## src/rtl/fifo_word_reader.sv

```systemverilog
// Drains a first-word-fall-through byte FIFO and packs bytes LSB-first into words,
// flushing a partial word with a keep mask once the FIFO has idled long enough.
module fifo_word_reader #(
  parameter int BYTES_PER_WORD = 4,
  parameter int TIMEOUT_CYCLES = 16,
  parameter int CNT_WIDTH      = 16
) (
  input  logic                          clk,
  input  logic                          rst,
  input  logic                          fifo_is_empty,
  input  logic [7:0]                    fifo_read_data,
  output logic                          fifo_read_ctrl,
  output logic [8*BYTES_PER_WORD-1:0]   out_word,
  output logic [BYTES_PER_WORD-1:0]     out_keep,
  output logic                          out_valid,
  input  logic                          in_ready,
  output logic [CNT_WIDTH-1:0]          out_word_count
);

  localparam int IDX_W = $clog2(BYTES_PER_WORD + 1);
  localparam int TO_W  = $clog2(TIMEOUT_CYCLES + 1);

  localparam logic [0:0] COLLECT = 1'b0;
  localparam logic [0:0] HOLD    = 1'b1;

  logic [0:0]                  state_reg, state_next;
  logic [IDX_W-1:0]            byte_idx_reg, byte_idx_next;
  logic [TO_W-1:0]             to_cnt_reg, to_cnt_next;
  logic [8*BYTES_PER_WORD-1:0] word_reg, word_next;
  logic [BYTES_PER_WORD-1:0]   keep_reg, keep_next;
  logic [BYTES_PER_WORD-1:0]   keep_flush;
  logic [CNT_WIDTH-1:0]        count_reg, count_next;

  logic pop;
  logic last_byte;
  logic timeout;

  // Popping is suppressed during reset so no byte is lost while the block is held.
  assign pop       = (state_reg == COLLECT) & ~fifo_is_empty & ~rst;
  assign last_byte = (byte_idx_reg == IDX_W'(BYTES_PER_WORD - 1));
  assign timeout   = (state_reg == COLLECT) & fifo_is_empty & (byte_idx_reg != '0)
                   & (to_cnt_reg == TO_W'(TIMEOUT_CYCLES - 1));

  genvar gi;
  generate
    for (gi = 0; gi < BYTES_PER_WORD; gi++) begin : g_lane
      // A lane takes the popped byte, or is cleared at flush if it lies beyond the partial word.
      assign word_next[gi*8 +: 8] =
        (pop && (byte_idx_reg == IDX_W'(gi)))     ? fifo_read_data :
        (timeout && (IDX_W'(gi) >= byte_idx_reg)) ? 8'h00 :
                                                    word_reg[gi*8 +: 8];
      assign keep_flush[gi] = (IDX_W'(gi) < byte_idx_reg);
    end
  endgenerate

  always_comb begin
    state_next    = state_reg;
    byte_idx_next = byte_idx_reg;
    to_cnt_next   = to_cnt_reg;
    keep_next     = keep_reg;
    count_next    = count_reg;
    case (state_reg)
      COLLECT: begin
        if (pop) begin
          to_cnt_next = '0;
          if (last_byte) begin
            state_next    = HOLD;
            keep_next     = '1;
            byte_idx_next = '0;
          end else begin
            byte_idx_next = byte_idx_reg + IDX_W'(1);
          end
        end else if (timeout) begin
          state_next    = HOLD;
          keep_next     = keep_flush;
          byte_idx_next = '0;
          to_cnt_next   = '0;
        end else if (fifo_is_empty && (byte_idx_reg != '0)) begin
          to_cnt_next = to_cnt_reg + TO_W'(1);
        end
      end
      default: begin
        if (in_ready) begin
          state_next = COLLECT;
          count_next = count_reg + CNT_WIDTH'(1);
        end
      end
    endcase
  end

  always_ff @(posedge clk) begin
    if (rst) begin
      state_reg    <= COLLECT;
      byte_idx_reg <= '0;
      to_cnt_reg   <= '0;
      word_reg     <= '0;
      keep_reg     <= '0;
      count_reg    <= '0;
    end else begin
      state_reg    <= state_next;
      byte_idx_reg <= byte_idx_next;
      to_cnt_reg   <= to_cnt_next;
      word_reg     <= word_next;
      keep_reg     <= keep_next;
      count_reg    <= count_next;
    end
  end

  assign fifo_read_ctrl = pop;
  assign out_valid      = (state_reg == HOLD);
  assign out_word       = word_reg;
  assign out_keep       = keep_reg;
  assign out_word_count = count_reg;

endmodule

```

## config.mk

```make
export PLATFORM = sky130hd
export DESIGN_NAME = fifo_word_reader
export DESIGN_NICKNAME = d
export VERILOG_FILES = /design/src/rtl/fifo_word_reader.sv
export SDC_FILE = /design/constraint.sdc
export NUM_CORES = 1
export LEC_CHECK = 0
export BUFFER_PORTS_ARGS = -buffer_cell sky130_fd_sc_hd__buf_2
export CORE_MARGIN = 2
export CORE_UTILIZATION = 52
export DETAILED_ROUTE_END_ITERATION = 8
export PLACE_DENSITY = 0.79
export SLEW_MARGIN = 20
export SYNTH_ARGS = -nofsm -noshare
export SYNTH_HDL_FRONTEND = slang
export SYNTH_SLANG_ARGS = --single-unit
```

## constraint.sdc

```tcl
create_clock -name clk -period 2.41 [get_ports clk]
set_clock_uncertainty 0.05 [all_clocks]
set_input_delay 0.241 -clock clk [delete_from_list [all_inputs] [get_ports clk]]
set_output_delay 0.241 -clock clk [all_outputs]
set_load 0.005 [all_outputs]
```

# ---- Word-level counts from Yosys, hierarchy flattened
# Index checks and enable logic that the tools add are counted.
dict set report word_totals {
  register_bits 61
  wordCells 76
}
dict set report classes {
  n_addsub 3
  magnitude_cmp 8
  eq_ne 5
  mux 22
  bitwise 8
  reduce_logical 21
}
# cell count
set op_table {}
lappend op_table {{two-way mux 8 bit} 8}
lappend op_table {{adder 16 x 1 -> 16 bit, second input constant} 1}
lappend op_table {{two-way mux 5 bit} 3}
lappend op_table {{two-way mux 4 bit} 3}
lappend op_table {{nonzero test 2 bit} 5}
lappend op_table {{logical AND 1 bit} 9}
lappend op_table {{two-way mux 3 bit} 3}
lappend op_table {{equality test 3 x 2 -> 1 bit, second input constant} 2}
lappend op_table {{>= comparator 1 x 3 -> 1 bit, first input constant} 2}
lappend op_table {{>= comparator 2 x 3 -> 1 bit, first input constant} 2}
lappend op_table {{less-than comparator 1 x 3 -> 1 bit, first input constant} 2}
lappend op_table {{less-than comparator 2 x 3 -> 1 bit, first input constant} 2}
lappend op_table {{AND reduction 2 bit} 3}
lappend op_table {{nonzero test 3 bit} 2}
lappend op_table {{adder 5 x 1 -> 5 bit, second input constant} 1}
lappend op_table {{AND 1 bit} 5}
lappend op_table {{equality test 5 x 4 -> 1 bit, second input constant} 1}
lappend op_table {{two-way mux 1 bit} 5}
lappend op_table {{adder 3 x 1 -> 3 bit, second input constant} 1}
lappend op_table {{equality test 3 x 1 -> 1 bit, second input constant} 1}
lappend op_table {{logical NOT 3 bit} 1}
lappend op_table {{inverter 1 bit} 3}
lappend op_table {{AND reduction 3 bit} 1}
lappend op_table {{!= test 2 x 1 -> 1 bit, second input constant} 1}

# ---- Longest topological paths before layout
# Gate-level depths: netlist (run 1).
dict set report depth {
  depth_word 7
  ltp_mapped 8
  depth_no_buf 6
}

# ---- Worst setup path after synthesis (run 1)
# OpenSTA, ideal clock, no wires.
dict set report synth_timing {
  path_kind {register -> register}
  from {register byte_idx_reg[0]}
  to {register word_reg[16], in the netlist out_word[16]}
  setup_ns 0.117
  arrival_time_ns 1.696
  required_time_ns 2.243
  path_slack_ns 0.548
  path_stages_with_launch 7
  synth_period_minus_slack_ns 1.862
  cell_sequence {dfxtp_1 inv_1 ha_1 and2b_1 o31ai_1 a31oi_1 a22o_1}
}
dict set report synth_between {
  elab_chain_len 5
  word_cells_on_any_way 9
  cone_classes {order compare (1); eq/ne (1); mux (1); bitwise (2); reduce/logical (4)}
}
# item line
set synth_rtl {}
lappend synth_rtl {{start: declaration} 27} ;# logic [IDX_W-1:0] byte_idx_reg, byte_idx_next;
lappend synth_rtl {{start signal: assignment} 101} ;# byte_idx_reg <= byte_idx_next;
lappend synth_rtl {{nonzero test 3 bit} 41} ;# assign timeout = (state_reg == COLLECT) & fifo_is_empty & (byte_idx_reg != '0)
lappend synth_rtl {{AND 1 bit} 41}
lappend synth_rtl {{AND 1 bit} 42} ;# & (to_cnt_reg == TO_W'(TIMEOUT_CYCLES - 1));
lappend synth_rtl {{logical AND 1 bit} 50} ;# (timeout && (IDX_W'(gi) >= byte_idx_reg)) ? 8'h00 :
lappend synth_rtl {{nonzero test 2 bit (no source line)} n/a}
lappend synth_rtl {{end signal: assignment} 103} ;# word_reg <= word_next;
lappend synth_rtl {{end: declaration} 29} ;# logic [8*BYTES_PER_WORD-1:0] word_reg, word_next;
# Parallel ways exist; a longest one is shown, timed or not.
# A chain may end at the register's enable or synchronous reset.

# ---- Final worst setup path (run 1)
dict set report layout_timing {
  from {register byte_idx_reg[0]}
  to {register word_reg[6], in the netlist out_word[6]}
}
# The elaborated chain is that of the path after synthesis.

==> flow_summary.yaml, run 1 <==
status:
  status: "finished clean"
clocking:
  h-tree-depth: 3
  cts.sinks: 61
  cts_repair_resize_count: 0
  clk_pin_slew_ns: 0.07
  insertion_delay_ns: 0.33
  post-cts-setup-buffer-count: 0
  cts_tree: "yes"
  numCtsBuffers: 9
  cts_root_buf: "clkbuf_8"
  postCtsHoldBufs: 0
  clockBufferDepth: 2
critical_path:
  cp_max_fo: 12
  start_kind: "flip-flop"
  cp_cell_sequence: "inv_1 -> ha_1 -> and2b_1 -> nor3_4 -> a21o_1 -> a311oi_1"
  max_stage_delay_ns: 0.44
  crit_type: "flip-flop to flip-flop"
  cpMaxStageDelayCell: "nor3_4"
  arrival_ns: 2.35
  required_ns: 2.55
  cp-end-kind: "flip-flop"
timing:
  post-route-period-util_pct: 92.0
  fmax_mhz: 451
  report.final.slew_viol_count: 0
  maxSlewHeadroom_pct: 56.7
  timing.final.ws_setup_ns: 0.194
  period_needed_ns: 2.22
  grt_setup_unrepaired: "false"
  tns_ns: 0
  setup_viol: 0
  hold_viol: 0
  worst_pin_slew_ns: 0.649
job:
  drv_cap: 0
floorplanning:
  initial_core_util_pct: 54.2
  die_x_um: 74.2
  dieArea_sq_mm: 0.00550
  die_h_um: 74.2
  rows: 25
  core-area_sq_mm: 0.00472
  ios: 66
route:
  wire_per_inst_um: 15.4
  topRoutingLayerUsed: "met4"
  viasPerCell: 5.75
  dr.pass1.iters: 5
  postRouteAntennaNets: 0
  wl_um: 6060
  detail_route.iter0.violations: 127
  drc_errors: 0
  route.met2.wl_um: 2770
  vias: 2258
  wl_met1_um: 2830
  wl_met3_um: 330
final_layout:
  largest_register_ffs: 32
  fin_nets: 338
  drive_gt1_share_pct: 27.9
  antenna_cells: 0
  area_delta_synth_final_pct: 21.7
grt:
  overflow: 0
  grt_pass1_wl_um: 9610
  grt_usage_pct: 23.0
  grt_pass1_vias: 2036
  grt_max_degree: 38
  antenna_found_initial: 0
yosys:
  synth.distinct_cells: 46
  synth-edff-count: 0
  ys.flop_type: "dfxtp_1"
  yosysSeqAreaShare_pct: 47.7
  yosys_warnings: 0
  async_flop_share_pct: 0
  syn_area_sq_mm: 0.00256
  synth_nets: 272
  synthCells: 255
  syn_area_per_cell_sq_um: 10.0
  synth-seq-cells: 61
place:
  numPortBuffers: 65
  place_ws_ns: 0.191
  dp_hpwl_um: 4210
  place_congestion: 0.850
power:
  max-vdd-ir-drop_mv: 0.504
  p_seq_share_pct: 48.1
  p_clk_share_pct: 44.4
  switchingPower_mw: 0.505
  switching_share_pct: 23.2
  combPwrFrac_pct: 7.5
  pwr_density_cell_mw_per_mm2: 700
  leakagePower_nw: 1.34
  p_int_mw: 1.68
hold_path:
  min_path_type: "primary input to flip-flop"
-- power by group through the flow --
stage | clock (mW) | sequential (mW) | combinational (mW)
6_report | 0.969 | 1.05 | 0.164
5_1_grt | 1.01 | 1.05 | 0.181
4_1_cts | 0.976 | 1.05 | 0.162
3_5_place_dp | 0 | 1.07 | 0.161
3_3_place_gp | 0 | 1.07 | 0.157
2_1_floorplan | 0 | 1.07 | 0.104
-- cell usage after synthesis, types with 4 or more instances --
cell type	number	area, sq um
a21oi_1	14	70.1
a22o_1	25	219
a311oi_1	10	87.6
and4_1	5	43.8
clkbuf_1	5	18.8
dfxtp_1	61	1220
ha_1	5	62.6
inv_1	4	15.0
nand2_1	17	63.8
nand3_1	7	35.0
nand4_1	5	31.3
nor2_1	15	56.3
nor3_1	12	60.1
o31ai_1	5	37.5
or4_1	4	30.0
xnor2_1	5	43.8
xor2_1	8	70.1
-- cell families after synthesis --
group / Yosys count / synth area share [%]
adders and majority gates: 5 / 2.44
muxes: 2 / 0.782
xor gates and xnor gates: 13 / 4.45
DFF: 61 / 47.7
and+or+nand+nor: 91 / 20.4
buffers and inverters: 19 / 4.54
AOI/OAI and AO/OA: 64 / 19.7
-- stage by stage --
| stage | power [mW] | util [%] | instances | hold WS [ns] | area (sq um) |
|---|---|---|---|---|---|
| after global placement | 1.23 | 61.5 | 377 | 0.400 | 2900 |
| after detailed placement | 1.23 | 61.5 | 377 | 0.402 | 2900 |
| after floorplan | 1.17 | - | 255 | 0.306 | 2560 |
| after global routing | 2.24 | 66.0 | 393 | 0.159 | 3120 |
| after CTS | 2.19 | 65.9 | 393 | 0.139 | 3110 |
| final | 2.18 | 66.0 | 393 | 0.149 | 3120 |
-- cell type report --
class / instances / area (sq um)
clock inverters: 4 / 72.6
clock buffers: 12 / 135
inverters: 5 / 18.8
fillers: 376 / 1610
multi-input cells: 175 / 1230
well taps: 67 / 83.8
repair buffers: 69 / 355
flip-flops and latches: 61 / 1220
-- path summary, 6_finish.rpt --
check | start | to | slack, ns | depth (start not counted)
setup / recovery | byte_idx_reg[0]$_SDFFE_PP0P_ | out_word[6]$_SDFFE_PP0P_ | 0.19 | 6
hold / removal | fifo_read_data[7] | out_word[31]$_SDFFE_PP0P_ | 0.15 | 2
setup reg to reg | byte_idx_reg[0]$_SDFFE_PP0P_ | out_word[6]$_SDFFE_PP0P_ | 0.19 | 6
hold reg to reg | out_word[9]$_SDFFE_PP0P_ | out_word[9]$_SDFFE_PP0P_ | 0.42 | 1
-- layer usage --
layer / global-route usage (%) / vias to the layer above
met4: 13.7 / 0
met1: 32.5 / 1083
met2: 33.0 / 72
li1: - / 1088
met5: 0 / -
met3: 3.79 / 15
-- cell usage in the layout (no fill, tap or decap), types with 3 or more instances in the layout --
cell type,count
buf_2,65
ha_1,5
inv_1,4
or3_1,3
and2_1,3
and3_1,3
nand3_1,7
o31ai_1,5
a311oi_1,10
xor2_1,8
clkbuf_8,9
nor2_1,15
nand2_1,17
a22o_1,25
dfxtp_1,61
clkbuf_1,3
a21oi_1,14
nor2b_1,3
buf_4,4
xnor2_1,5
nor3_1,12
nand4_1,5
or4_1,4
and4_1,5
-- worst max-delay path: cells and delay by family, from the launching register on --
kind | cells | cell delay [ns]
simple gates | 2 | 0.69
flops | 1 | 0.41
compound gates | 2 | 0.45
buf+inv | 1 | 0.16
fa+ha+maj | 1 | 0.30
Note: power is estimated with default switching activity, not from simulation.
==> run 2: changes to the inputs <==
--- a/config.mk
+++ b/config.mk
@@ -6,10 +6,12 @@
 export NUM_CORES = 1
 export LEC_CHECK = 0
 export BUFFER_PORTS_ARGS = -buffer_cell sky130_fd_sc_hd__buf_2
+export CELL_PAD_IN_SITES_DETAIL_PLACEMENT = 0
+export CELL_PAD_IN_SITES_GLOBAL_PLACEMENT = 1
 export CORE_MARGIN = 2
-export CORE_UTILIZATION = 52
+export CORE_UTILIZATION = 40
 export DETAILED_ROUTE_END_ITERATION = 8
-export PLACE_DENSITY = 0.79
+export PLACE_DENSITY_LB_ADDON = 0.1
 export SLEW_MARGIN = 20
 export SYNTH_ARGS = -nofsm -noshare
 export SYNTH_HDL_FRONTEND = slang
==> run 2 against run 1 <==
Effect of this change:
- clock-buffer cell count fell by 2
- largest power group unchanged
- core utilization decreased by 16 points
- via count is 4.0% lower
- critical endpoint is now out_word[20]$_SDFFE_PP0P_
- worst hold slack lost 0.0058 ns
- sequential share of layout area is 0.34 points lower
- total power grew 1.2%
- register-to-register slack improved by 0.06 ns
- wire length increased by 3.1%
- die area grew 28%
- clock power is 2.7% higher
- global-route usage decreased by 4.5 points
- sequential cell count unchanged
==> flow_summary.yaml, run 2 (synthesis results as in run 1) <==
clocking:
  cts_root_buf: "clkbuf_8"
  clk_pin_slew_ns: 0.07
  cts.sinks: 61
  cts_repair_resize_count: 0
  insertion_delay_ns: 0.33
  postCtsHoldBufs: 0
  numCtsBuffers: 9
  clockBufferDepth: 2
  post-cts-setup-buffer-count: 0
  h-tree-depth: 3
  cts_tree: "yes"
route:
  viasPerCell: 5.35
  wire_per_inst_um: 15.4
  postRouteAntennaNets: 0
  dr.pass1.iters: 4
  vias: 2168
  drc_errors: 0
  detail_route.iter0.violations: 70
  wl_um: 6250
final_layout:
  largest_register_ffs: 32
  drive_gt1_share_pct: 28.7
  layout_commonest_cell: "buf_2"
  fin_nets: 340
  antenna_cells: 0
  area_delta_synth_final_pct: 22.8
  layout_common_cells: "65 x buf_2, 61 x dfxtp_1, 25 x a22o_1, 17 x nand2_1, 15 x nor2_1"
floorplanning:
  core-area_sq_mm: 0.00628
  die_x_um: 84.0
  initial_core_util_pct: 40.8
  rows: 29
  dieArea_sq_mm: 0.00706
  ios: 66
  die_h_um: 84.0
critical_path:
  max_stage_delay_ns: 0.40
  critPathLaunch: "byte_idx_reg[0]$_SDFFE_PP0P_"
  cp_max_fo: 8
  r2r_end: "out_word[20]$_SDFFE_PP0P_"
  regToRegStartpoint: "byte_idx_reg[0]$_SDFFE_PP0P_"
  crit_type: "flip-flop to flip-flop"
  start_kind: "flip-flop"
  cp_cell_sequence: "inv_1 -> ha_1 -> and2b_1 -> o31ai_1 -> a31oi_1 -> a22o_1"
  arrival_ns: 2.33
  crit_buf_inv: 1
  cpMaxStageDelayCell: "dfxtp_1"
  cp-end-kind: "flip-flop"
  required_ns: 2.58
  path_delay_family: "compound AO/OA/AOI/OAI gates"
  r2r_setup_slack_ns: 0.25
  cp.depth: 6
  reg2reg_depth: 6
  cp-endpoint: "out_word[20]$_SDFFE_PP0P_"
grt:
  grt_pass1_wl_um: 10500
  grt_pass1_vias: 2079
  overflow: 0
  antenna_found_initial: 0
  grt_max_degree: 38
  grt_usage_pct: 18.6
timing:
  report.final.slew_viol_count: 0
  tns_ns: 0
  whs_ns: 0.143
  post-route-period-util_pct: 89.7
  fmax_mhz: 463
  grt_setup_unrepaired: "false"
  setup_viol: 0
  maxSlewHeadroom_pct: 53.9
  worst_pin_slew_ns: 0.689
  hold_viol: 0
  period_needed_ns: 2.16
status:
  status: "finished clean"
job:
  drv_cap: 0
power:
  pwr_density_cell_mw_per_mm2: 702
  fin_total_pwr_mw: 2.21
  max-vdd-ir-drop_mv: 0.374
  leakagePower_nw: 1.35
hold_path:
  min_path_type: "primary input to flip-flop"
place:
  numPortBuffers: 65
  place_congestion: 0.834
  dp_hpwl_um: 4330
run 2: worst min-delay path by stage:
stage,start,endpoint,slack (ns),depth (start not counted)
after floorplan,fifo_is_empty,out_keep[1]$_SDFFE_PP0P_,0.31,1
after global placement,out_word[17]$_SDFFE_PP0P_,out_word[17]$_SDFFE_PP0P_,0.40,1
after detailed placement,out_word[24]$_SDFFE_PP0P_,out_word[24]$_SDFFE_PP0P_,0.40,1
after CTS,fifo_read_data[7],out_word[15]$_SDFFE_PP0P_,0.13,2
after global routing,fifo_is_empty,out_keep[1]$_SDFFE_PP0P_,0.16,2
final,fifo_is_empty,out_keep[1]$_SDFFE_PP0P_,0.14,2
run 2: report_power, final:
part / leakage [nW] / internal, mW / switching [mW] / total (mW)
sequential: 0.493 / 1.03 / 0.0161 / 1.05
combinational: 0.753 / 0.0627 / 0.101 / 0.164
clock: 0.107 / 0.583 / 0.412 / 0.995
total: 1.35 / 1.68 / 0.529 / 2.21
run 2: stage by stage:
stage,std cells,setup slack (ns),util (%),area [sq um]
finish,405,0.249,50.1,3140
global route,405,0.0723,50.1,3140
CTS,405,0.212,50.1,3140
detailed placement,389,0.235,46.7,2930
global placement,389,0.284,46.7,2930
floorplan,255,0.548,-,2560
run 2: worst reg2reg max path, cell delays in order (launching register included):
cell     delay (ns)
dfxtp_1        0.40
inv_1          0.14
ha_1           0.30
and2b_1        0.26
o31ai_1        0.33
a31oi_1        0.31
a22o_1         0.27
run 2: cell type report:
type / count / area [sq um]
repair buffers: 71 / 370
multi-input cells: 175 / 1220
inverters: 5 / 18.8
fillers: 617 / 3130
clock buffers: 10 / 128
flip-flops and latches: 61 / 1220
well taps: 77 / 96.3
clock inverters: 6 / 86.3
run 2: layer usage:
layer	global-route usage (%)	vias to the layer above	part of all wire [%]
met5	0	-	0
met3	4.25	2	4.0
met1	25.2	1032	49
li1	-	1092	-
met2	27.3	42	47
met4	9.68	0	0.58
